`config.mk`:
```
export PLATFORM = sky130hd
export DESIGN_NAME = imem_responder_flat
export DESIGN_NICKNAME = d
export VERILOG_FILES = /design/src/rtl/imem_responder_if.sv /design/src/rtl/imem_responder.sv /design/src/flat_wrapper.sv
export SDC_FILE = /design/constraint.sdc
export NUM_CORES = 2
export LEC_CHECK = 0
export ABC_AREA = 0
export BUFFER_PORTS_ARGS = -buffer_cell sky130_fd_sc_hd__buf_2
export CORE_ASPECT_RATIO = 2
export CORE_UTILIZATION = 55
export DETAILED_ROUTE_END_ITERATION = 12
export MAX_ROUTING_LAYER = met4
export PLACE_DENSITY = 0.8
export SYNTH_ARGS = -nofsm -noshare
export SYNTH_HDL_FRONTEND = slang
export SYNTH_SLANG_ARGS = --single-unit
```
`constraint.sdc`:
```
create_clock -name clk -period 3.3 [get_ports clk]
set_input_delay 0.165 -clock clk [delete_from_list [all_inputs] [get_ports clk]]
set_output_delay 0.165 -clock clk [all_outputs]
set_load 0.02 [all_outputs]
```
`src/rtl/imem_responder_if.sv`:
```
// Fetch request/response channel between fetch_unit (master) and imem_responder (slave).
`default_nettype none

interface imem_responder_if #(
  parameter int ADDR_W  = 8,
  parameter int INSTR_W = 8
);
  logic               req_valid;
  logic               req_ready;
  logic [ADDR_W-1:0]  req_addr;
  logic               resp_valid;
  logic               resp_ready;
  logic [INSTR_W-1:0] resp_instr;
  logic [ADDR_W-1:0]  resp_addr;

  modport master (
    output req_valid, req_addr, resp_ready,
    input  req_ready, resp_valid, resp_instr, resp_addr
  );

  modport slave (
    input  req_valid, req_addr, resp_ready,
    output req_ready, resp_valid, resp_instr, resp_addr
  );
endinterface

`default_nettype wire

```
`src/rtl/imem_responder.sv`:
```
// Instruction-memory responder: fixed-latency store read, in-order response FIFO,
// outstanding-count backpressure and flush.
`default_nettype none

module imem_responder #(
  parameter int ADDR_W     = 8,
  parameter int INSTR_W    = 8,
  parameter int LATENCY    = 2,
  parameter int FIFO_DEPTH = 4
) (
  input  logic               clk,
  input  logic               n_rst,
  imem_responder_if.slave    bus,
  input  logic               flush,
  input  logic               prog_we,
  input  logic [ADDR_W-1:0]  prog_addr,
  input  logic [INSTR_W-1:0] prog_data,
  output logic               busy
);
  localparam int STAGES = LATENCY - 1;
  localparam int OUTS_W = $clog2(FIFO_DEPTH + 1);
  localparam int PTR_W  = (FIFO_DEPTH > 1) ? $clog2(FIFO_DEPTH) : 1;
  localparam logic [OUTS_W-1:0] DEPTH_C  = OUTS_W'(FIFO_DEPTH);
  localparam logic [PTR_W-1:0]  PTR_LAST = PTR_W'(FIFO_DEPTH - 1);

  typedef struct packed {
    logic [ADDR_W-1:0]  addr;
    logic [INSTR_W-1:0] instr;
  } ent_t;

  logic [INSTR_W-1:0] store [2**ADDR_W];
  logic [STAGES:0]    vld_pipe;
  ent_t [STAGES:0]    dat_pipe;
  ent_t               fifo_mem [FIFO_DEPTH];
  logic [PTR_W-1:0]   wr_ptr, rd_ptr;
  logic [OUTS_W-1:0]  fcnt, outs;
  logic               acc, hs, fifo_wr;

  function automatic logic [PTR_W-1:0] ptr_inc(input logic [PTR_W-1:0] p);
    return (p == PTR_LAST) ? '0 : p + 1'b1;
  endfunction

  // outs covers pipeline plus FIFO, so gating on it alone keeps the FIFO from overflowing
  assign bus.req_ready  = !flush && (outs < DEPTH_C);
  assign acc            = bus.req_valid && bus.req_ready;
  assign hs             = bus.resp_valid && bus.resp_ready && !flush;
  assign fifo_wr        = vld_pipe[STAGES];
  assign bus.resp_valid = (fcnt != '0);
  assign bus.resp_instr = fifo_mem[rd_ptr].instr;
  assign bus.resp_addr  = fifo_mem[rd_ptr].addr;
  assign busy           = (outs != '0);

  // Store has no reset so its contents survive n_rst.
  always_ff @(posedge clk) begin
    if (n_rst && prog_we) store[prog_addr] <= prog_data;
  end

  // Read at the accept edge sees the pre-write word on an address collision.
  always_ff @(posedge clk or negedge n_rst) begin
    if (!n_rst) begin
      vld_pipe <= '0;
      dat_pipe <= '0;
    end else begin
      vld_pipe[0] <= acc;
      dat_pipe[0] <= '{addr: bus.req_addr, instr: store[bus.req_addr]};
      for (int i = 1; i <= STAGES; i++) begin
        vld_pipe[i] <= vld_pipe[i-1] && !flush;
        dat_pipe[i] <= dat_pipe[i-1];
      end
    end
  end

  always_ff @(posedge clk or negedge n_rst) begin
    if (!n_rst) begin
      wr_ptr <= '0;
      rd_ptr <= '0;
      fcnt   <= '0;
      for (int i = 0; i < FIFO_DEPTH; i++) fifo_mem[i] <= '0;
    end else if (flush) begin
      wr_ptr <= '0;
      rd_ptr <= '0;
      fcnt   <= '0;
    end else begin
      if (fifo_wr) begin
        fifo_mem[wr_ptr] <= dat_pipe[STAGES];
        wr_ptr           <= ptr_inc(wr_ptr);
      end
      if (hs) rd_ptr <= ptr_inc(rd_ptr);
      case ({fifo_wr, hs})
        2'b10:   fcnt <= fcnt + 1'b1;
        2'b01:   fcnt <= fcnt - 1'b1;
        default: ;
      endcase
    end
  end

  always_ff @(posedge clk or negedge n_rst) begin
    if (!n_rst) begin
      outs <= '0;
    end else if (flush) begin
      outs <= '0;
    end else begin
      case ({acc, hs})
        2'b10:   outs <= outs + 1'b1;
        2'b01:   outs <= outs - 1'b1;
        default: ;
      endcase
    end
  end
endmodule

`default_nettype wire

```
`src/flat_wrapper.sv`:
```
// flat-port wrapper written by rule: the top's interface ports become plain ports
module imem_responder_flat 
#(
  parameter int ADDR_W     = 8,
  parameter int INSTR_W    = 8,
  parameter int LATENCY    = 2,
  parameter int FIFO_DEPTH = 4
)
  (clk, n_rst, flush, prog_we, prog_addr, prog_data, busy, bus_req_valid, bus_req_addr, bus_resp_ready, bus_req_ready, bus_resp_valid, bus_resp_instr, bus_resp_addr);
  imem_responder_if #(.ADDR_W(ADDR_W), .INSTR_W(INSTR_W)) bus_i ();
  input  logic clk;
  input  logic n_rst;
  input  logic flush;
  input  logic prog_we;
  input  logic [ADDR_W-1:0] prog_addr;
  input  logic [INSTR_W-1:0] prog_data;
  output logic busy;
  input wire logic [$bits(bus_i.req_valid)-1:0] bus_req_valid;
  input wire logic [$bits(bus_i.req_addr)-1:0] bus_req_addr;
  input wire logic [$bits(bus_i.resp_ready)-1:0] bus_resp_ready;
  output wire logic [$bits(bus_i.req_ready)-1:0] bus_req_ready;
  output wire logic [$bits(bus_i.resp_valid)-1:0] bus_resp_valid;
  output wire logic [$bits(bus_i.resp_instr)-1:0] bus_resp_instr;
  output wire logic [$bits(bus_i.resp_addr)-1:0] bus_resp_addr;
  assign bus_i.req_valid = bus_req_valid;
  assign bus_i.req_addr = bus_req_addr;
  assign bus_i.resp_ready = bus_resp_ready;
  assign bus_req_ready = bus_i.req_ready;
  assign bus_resp_valid = bus_i.resp_valid;
  assign bus_resp_instr = bus_i.resp_instr;
  assign bus_resp_addr = bus_i.resp_addr;
  imem_responder #(.ADDR_W(ADDR_W), .INSTR_W(INSTR_W), .LATENCY(LATENCY), .FIFO_DEPTH(FIFO_DEPTH)) u_core (.clk(clk), .n_rst(n_rst), .bus(bus_i), .flush(flush), .prog_we(prog_we), .prog_addr(prog_addr), .prog_data(prog_data), .busy(busy));
endmodule
```
* Yosys cells after proc, flatten, opt, wreduce, memory -nomap -nowiden
Memories as Yosys holds them, arrays and structs flattened. A register that Yosys moved wholly into a read port is not among the register bits. Index checks and enable logic that the tools add are counted.
Storage, ports and cells: flip-flop bits (word level) 100, bits in writable memories 2048, output and inout port bits 19, memories kept 1
Memory list:
- u_core.store | words 256, bits a word 8, read ports 1, clocked after Yosys merged registers in 1, wr ports 1, RTL line imem_responder.sv:31 | logic [INSTR_W-1:0] store [2**ADDR_W];
Operators by class: add/sub/neg operators 6, $lt $le $gt $ge 4, eq/ne operators 6, multiplexer cells 18, bitwise operators 3, reduce and logical (&&, ||, !) cells 16
Operators with widths (number):
- 64-bit bitwise mux | 1
- 16-bit 2-to-1 mux | 3
- 16-bit binary-select mux with 2-bit select | 1
- 16-bit demux with 2-bit select | 1
- 2-bit 2-to-1 mux | 6
- 3-bit one-hot mux with 2 select lines | 2
- 3-bit nonzero test | 4
- 2-bit equality test, second input constant | 4
- 1-bit logical AND | 7
- 3-bit by 1-bit adder with 3-bit output, second input constant | 2
- 3-bit >= comparator, second input constant | 2
- 3-bit 2-to-1 mux | 2
- 2-bit inverter with 3-bit output | 2
- 3-bit by 1-bit subtractor with 3-bit output, second input constant | 2
- 2-bit by 1-bit adder with 2-bit output, second input constant | 2
- 2-bit by 1-bit equality test with 1-bit output, second input constant | 2
- 2-bit nonzero test | 2
- 3-bit by 1-bit < comparator with 1-bit output, second input constant | 1
- 3-bit < comparator, second input constant | 1
- 1-bit zero test | 2
- 1-bit 2-to-1 mux | 2
- 2-bit AND reduction | 1
- 1-bit inverter | 1

* Logic depth before layout (Yosys ltp)
depth in word-level cells 6, depth in mapped cells 12, gate-level depth less buffers 8

* Worst setup path after synthesis
Ideal clock, no wire load.
kind register to register, start point register u_core.fcnt[1], end point register u_core.fcnt[2], library setup time 132 ps, data arrival time 2346 ps, path slack 822 ps, cell stages (with the launch flop) 10, path buffers 1, cells stage by stage dfrtp_1 > or3_1 > nand2_1 > clkbuf_1 > nor3_1 > fa_1 > or3_1 > nand2_1 > xnor2_1 > nor2_1
Between the ends: word-level cells in the longest chain between the ends 6
RTL lines:
- start, declared | RTL line imem_responder.sv:36 | logic [OUTS_W-1:0] fcnt, outs;
- start signal, assigned | RTL line imem_responder.sv:90 | 2'b10: fcnt <= fcnt + 1'b1;
- start signal, assigned | RTL line imem_responder.sv:91 | 2'b01: fcnt <= fcnt - 1'b1;
- 3-bit nonzero test (*) | RTL line imem_responder.sv:48 | assign bus.resp_valid = (fcnt != '0);
- named net bus_resp_valid | RTL line flat_wrapper.sv:22 | output wire logic [$bits(bus_i.resp_valid)-1:0] bus_resp_valid;
- 1-bit logical AND (*) (2 in series) | RTL line imem_responder.sv:46 | assign hs = bus.resp_valid && bus.resp_ready && !flush;
- 2-bit by 1-bit equality test with 1-bit output or 2-bit equality test (tied branches) | RTL line imem_responder.sv:89 | case ({fifo_wr, hs})
- 3-bit one-hot mux with 2 select lines | RTL line imem_responder.sv:89
- 3-bit 2-to-1 mux | RTL line imem_responder.sv:79 | end else if (flush) begin
The timed path passes the listed nets; every way through them passes the cells marked *. A chain may end at the register's enable or synchronous reset.

==> results_dict.tcl <==
set metrics [dict create \
    clk_pin_slew_ps 70 \
    netSwitchingFraction_pct 21.6 \
    overflow 0 \
    synth-main-ff-cell "edfxtp_1" \
    p_comb_share_pct 6.7 \
    p_leak_nw 30.6 \
    switchingPower_mw 11.8 \
    worst_pin_slew_ps 1520 \
    die_area_um2 153000 \
    worst_hold_path_type "in2reg" \
    root_buffer "clkbuf_16" \
    rsz0062_at_grt "false" \
    dp_cells 6166 \
    clk_latency_ps 830 \
    fin_hold_ws_ps -56.6 \
    violations "hold timing, capacitance limit, slew limit, setup timing" \
    wl_um 217000 \
    yosysSeqAreaShare_pct 77.0 \
    wl_per_cell_um 33.4 \
    endpoint_kind "register" \
    area_growth_syn_to_layout_pct 13.1 \
    drc 0 \
    crit_end "u_core.dat_pipe[6]" \
    seq_power_share_pct 55.6 \
    synthCells 3987 \
    core_area_um2 150000 \
    synthTopCellsByArea "edfxtp_1 (74%), mux4_2 (12%), dfrtp_1 (3.2%), a22oi_1 (1.5%), mux2i_1 (1.4%)" \
    die_h_um 553 \
    yosysTopAreaCellShare_pct 73.8 \
    cts_buffer_depth 4 \
    drv_cap 1 \
    row_count 201 \
    crit_start "bus_req_addr[2]" \
    gp_congestion 0.958 \
    finClkSkew_ps 47.3 \
    critPathLaunchType "primary input" \
    clock_power_share_pct 37.7 \
    fmax_mhz 294 \
    synth_cell_type_count 60 \
    post-route-period-util_pct 103 \
    first_global_vias 45400 \
    htree_levels 4 \
    reg2reg_slack_ps 90 \
    ir_drop_uv 462 \
    min_period_ps 3410 \
    slew_headroom_pct -2.51 \
    start_util_pct 55.5 \
    setup_violations 1 \
    synth_edf_count 2048 \
    crit_arrival_ps 4060 \
    fp.dieW_um 277 \
    grt_usage_pct 29.3 \
    ys_seq_elements 2156 \
    ant_nets 0 \
    syn-num-nets 4024 \
    reg2reg_to "u_core.dat_pipe[6]" \
    path_max_fanout 13 \
    via_per_inst 6.78 \
    syn_area_per_cell_um2 20.9 \
    nNetsFinal 4467 \
    fin_cells 6500 \
    cts_tree "yes" \
    path_class "in2reg" \
    fin_ws_ps -105 \
    place_ws_ps -505 \
    final_max_slew_viol_count 2 \
    hpwl_um 137000 \
    yosysWarningCount 0 \
    grt_first_pass_wirelength_um 312000 \
    intPower_mw 42.8 \
    final-hold-violation-count 6 \
    status "complete, but fails checks" \
    antenna_found_initial 10 \
    cts.sinks 2156 \
    vias 44100 \
    final_core_util_pct 62.8 \
    drt-initial-drc-count 5694 \
    required_ps 3960 \
    r2r_cells 6 \
    io_pins 49 \
    grt_max_degree 112 \
    first_pass_iters 8 \
    syn_area_um2 83400 \
    yosys.area.top_type "edfxtp_1" \
    cts_made_buffers 176 \
    power.density_nw_per_um2 580 \
    setup_tns_ps -105 \
    drive_above_1_share_pct 28.4 \
    reg2reg_from "u_core.store[142][6]" \
    synth_async_sr_flop_share_pct 5.01 \
    port_buffers 48 \
]
==> power groups by stage <==
stage	registers, mW	logic [mW]	clock network, mW
finish	30.4	3.69	20.6
global route	30.4	3.83	21.6
CTS	30.4	3.65	20.7
detailed placement	30.9	3.59	0
global placement	30.9	3.49	0
floorplan	30.9	2.10	0
==> final cells by class <==
class,count,area [um2]
antenna,12,30.0
clock buffer,218,4660
clock inverter,90,856
fill,9310,55900
inverter,5,18.8
multi-input combinational,1576,17700
sequential,2156,64200
tap,1928,2410
timing repair buffer,515,4360
==> synthesized netlist by cell type (3+ instances only) <==
| cell type | instances |
|---|---|
| a211oi_1 | 10 |
| nand4_1 | 11 |
| nor3_1 | 18 |
| o221ai_1 | 32 |
| nor2b_1 | 16 |
| mux4_2 | 458 |
| edfxtp_1 | 2048 |
| a22oi_1 | 171 |
| mux2_2 | 75 |
| nand2_1 | 49 |
| a22o_1 | 17 |
| or3b_2 | 3 |
| a31oi_1 | 14 |
| and3_1 | 4 |
| nand3_1 | 28 |
| buf_1 | 10 |
| a41oi_1 | 4 |
| buf_2 | 58 |
| dfrtp_1 | 108 |
| nor2_1 | 285 |
| ha_1 | 5 |
| nand2b_1 | 6 |
| inv_1 | 5 |
| o21ai_0 | 14 |
| or3_1 | 8 |
| buf_8 | 11 |
| a21oi_1 | 115 |
| and3b_1 | 3 |
| a221oi_1 | 17 |
| buf_6 | 19 |
| xnor2_1 | 4 |
| or2_2 | 4 |
| clkbuf_1 | 119 |
| o22ai_1 | 31 |
| mux4_1 | 4 |
| and2_1 | 5 |
| mux2i_1 | 113 |
| nor4_1 | 22 |
| buf_4 | 27 |
| nand3b_1 | 3 |
| buf_12 | 6 |
==> timing repair <==
action,4_1_cts,5_1_grt
endpoints found under the hold margin,76,0
buffers inserted,0,0
hold buffers,14,0
gates resized for setup,0,2
endpoints found under the setup margin,0,1
==> through the flow <==
stage	instance area (um2)	total power, mW
2_1_floorplan	83400	33.0
3_3_place_gp	88600	34.4
3_5_place_dp	88600	34.5
4_1_cts	94200	54.7
5_1_grt	94300	55.8
6_report	94300	54.6
==> cell families after synthesis <==
group,Yosys count,share of synthesized area (%)
AO/OA/AOI/OAI,443,3.66
XOR/XNOR,6,0.0630
adder cells (fa/ha/maj),7,0.123
buffers and inverters,255,1.79
flip-flops,2156,77.0
multiplexers,650,14.9
AND/OR/NAND/NOR,470,2.49
==> state kept, by name, summed over array words and instances, names as in the netlist <==
| register | cells |
|---|---|
| u_core.fcnt | 3 |
| u_core.rd_ptr | 2 |
| u_core.store | 2048 |
| u_core.fifo_mem | 64 |
| u_core.outs | 3 |
| u_core.vld_pipe | 2 |
| u_core.wr_ptr | 2 |
| u_core.dat_pipe | 32 |
==> worst min-delay path by stage <==
stage	from	to	slack, ps	cells past startpoint
after global routing	prog_data[0]	u_core.store[157][0]	10	1
after CTS	prog_data[0]	u_core.store[157][0]	20	1
after global placement	u_core.dat_pipe[8]	u_core.dat_pipe[24]	330	0
after detailed placement	u_core.dat_pipe[9]	u_core.dat_pipe[25]	330	0
after floorplan	n_rst	u_core.dat_pipe[0]	-130	0
final	prog_data[0]	u_core.store[157][0]	-60	1
==> layer usage <==
metal,global-route usage [%],routed length [um],share of wire [%]
met5,-,0,0
met4,22.3,20400,9.4
met3,5.08,18400,8.5
met2,49.5,113000,52
met1,30.3,65800,30
==> worst max-delay path: stages <==
cell,delay [ps]
dlygate4sd3_1,560
buf_2,310
buf_4,310
nand3_1,410
o22ai_1,170
a211oi_1,340
a31oi_1,130
nor4_1,1280
buf_4,290
nor4_1,70
==> cells in the final DEF (no fill, tap or decap), types with 12 or more instances in the layout <==
cell type         n
dlygate4sd3_1    14
nand3_1          28
diode_2          12
a22o_1           17
buf_2            37
clkbuf_1         36
o21ai_0          14
buf_4           415
a31oi_1          14
a21oi_1         114
nor2_1          283
a221oi_1         17
nand2_1          49
edfxtp_1       2048
mux2_2           75
nor3_1           17
dfrtp_1         108
clkinv_2         27
clkbuf_16       179
mux4_2          458
o221ai_1         32
o22ai_1          31
a22oi_1         171
nor2b_1          12
buf_12           39
nor4_1           21
clkinv_1         35
mux2i_1         113
bufinv_16        15
(Power assumes the default switching activity.)
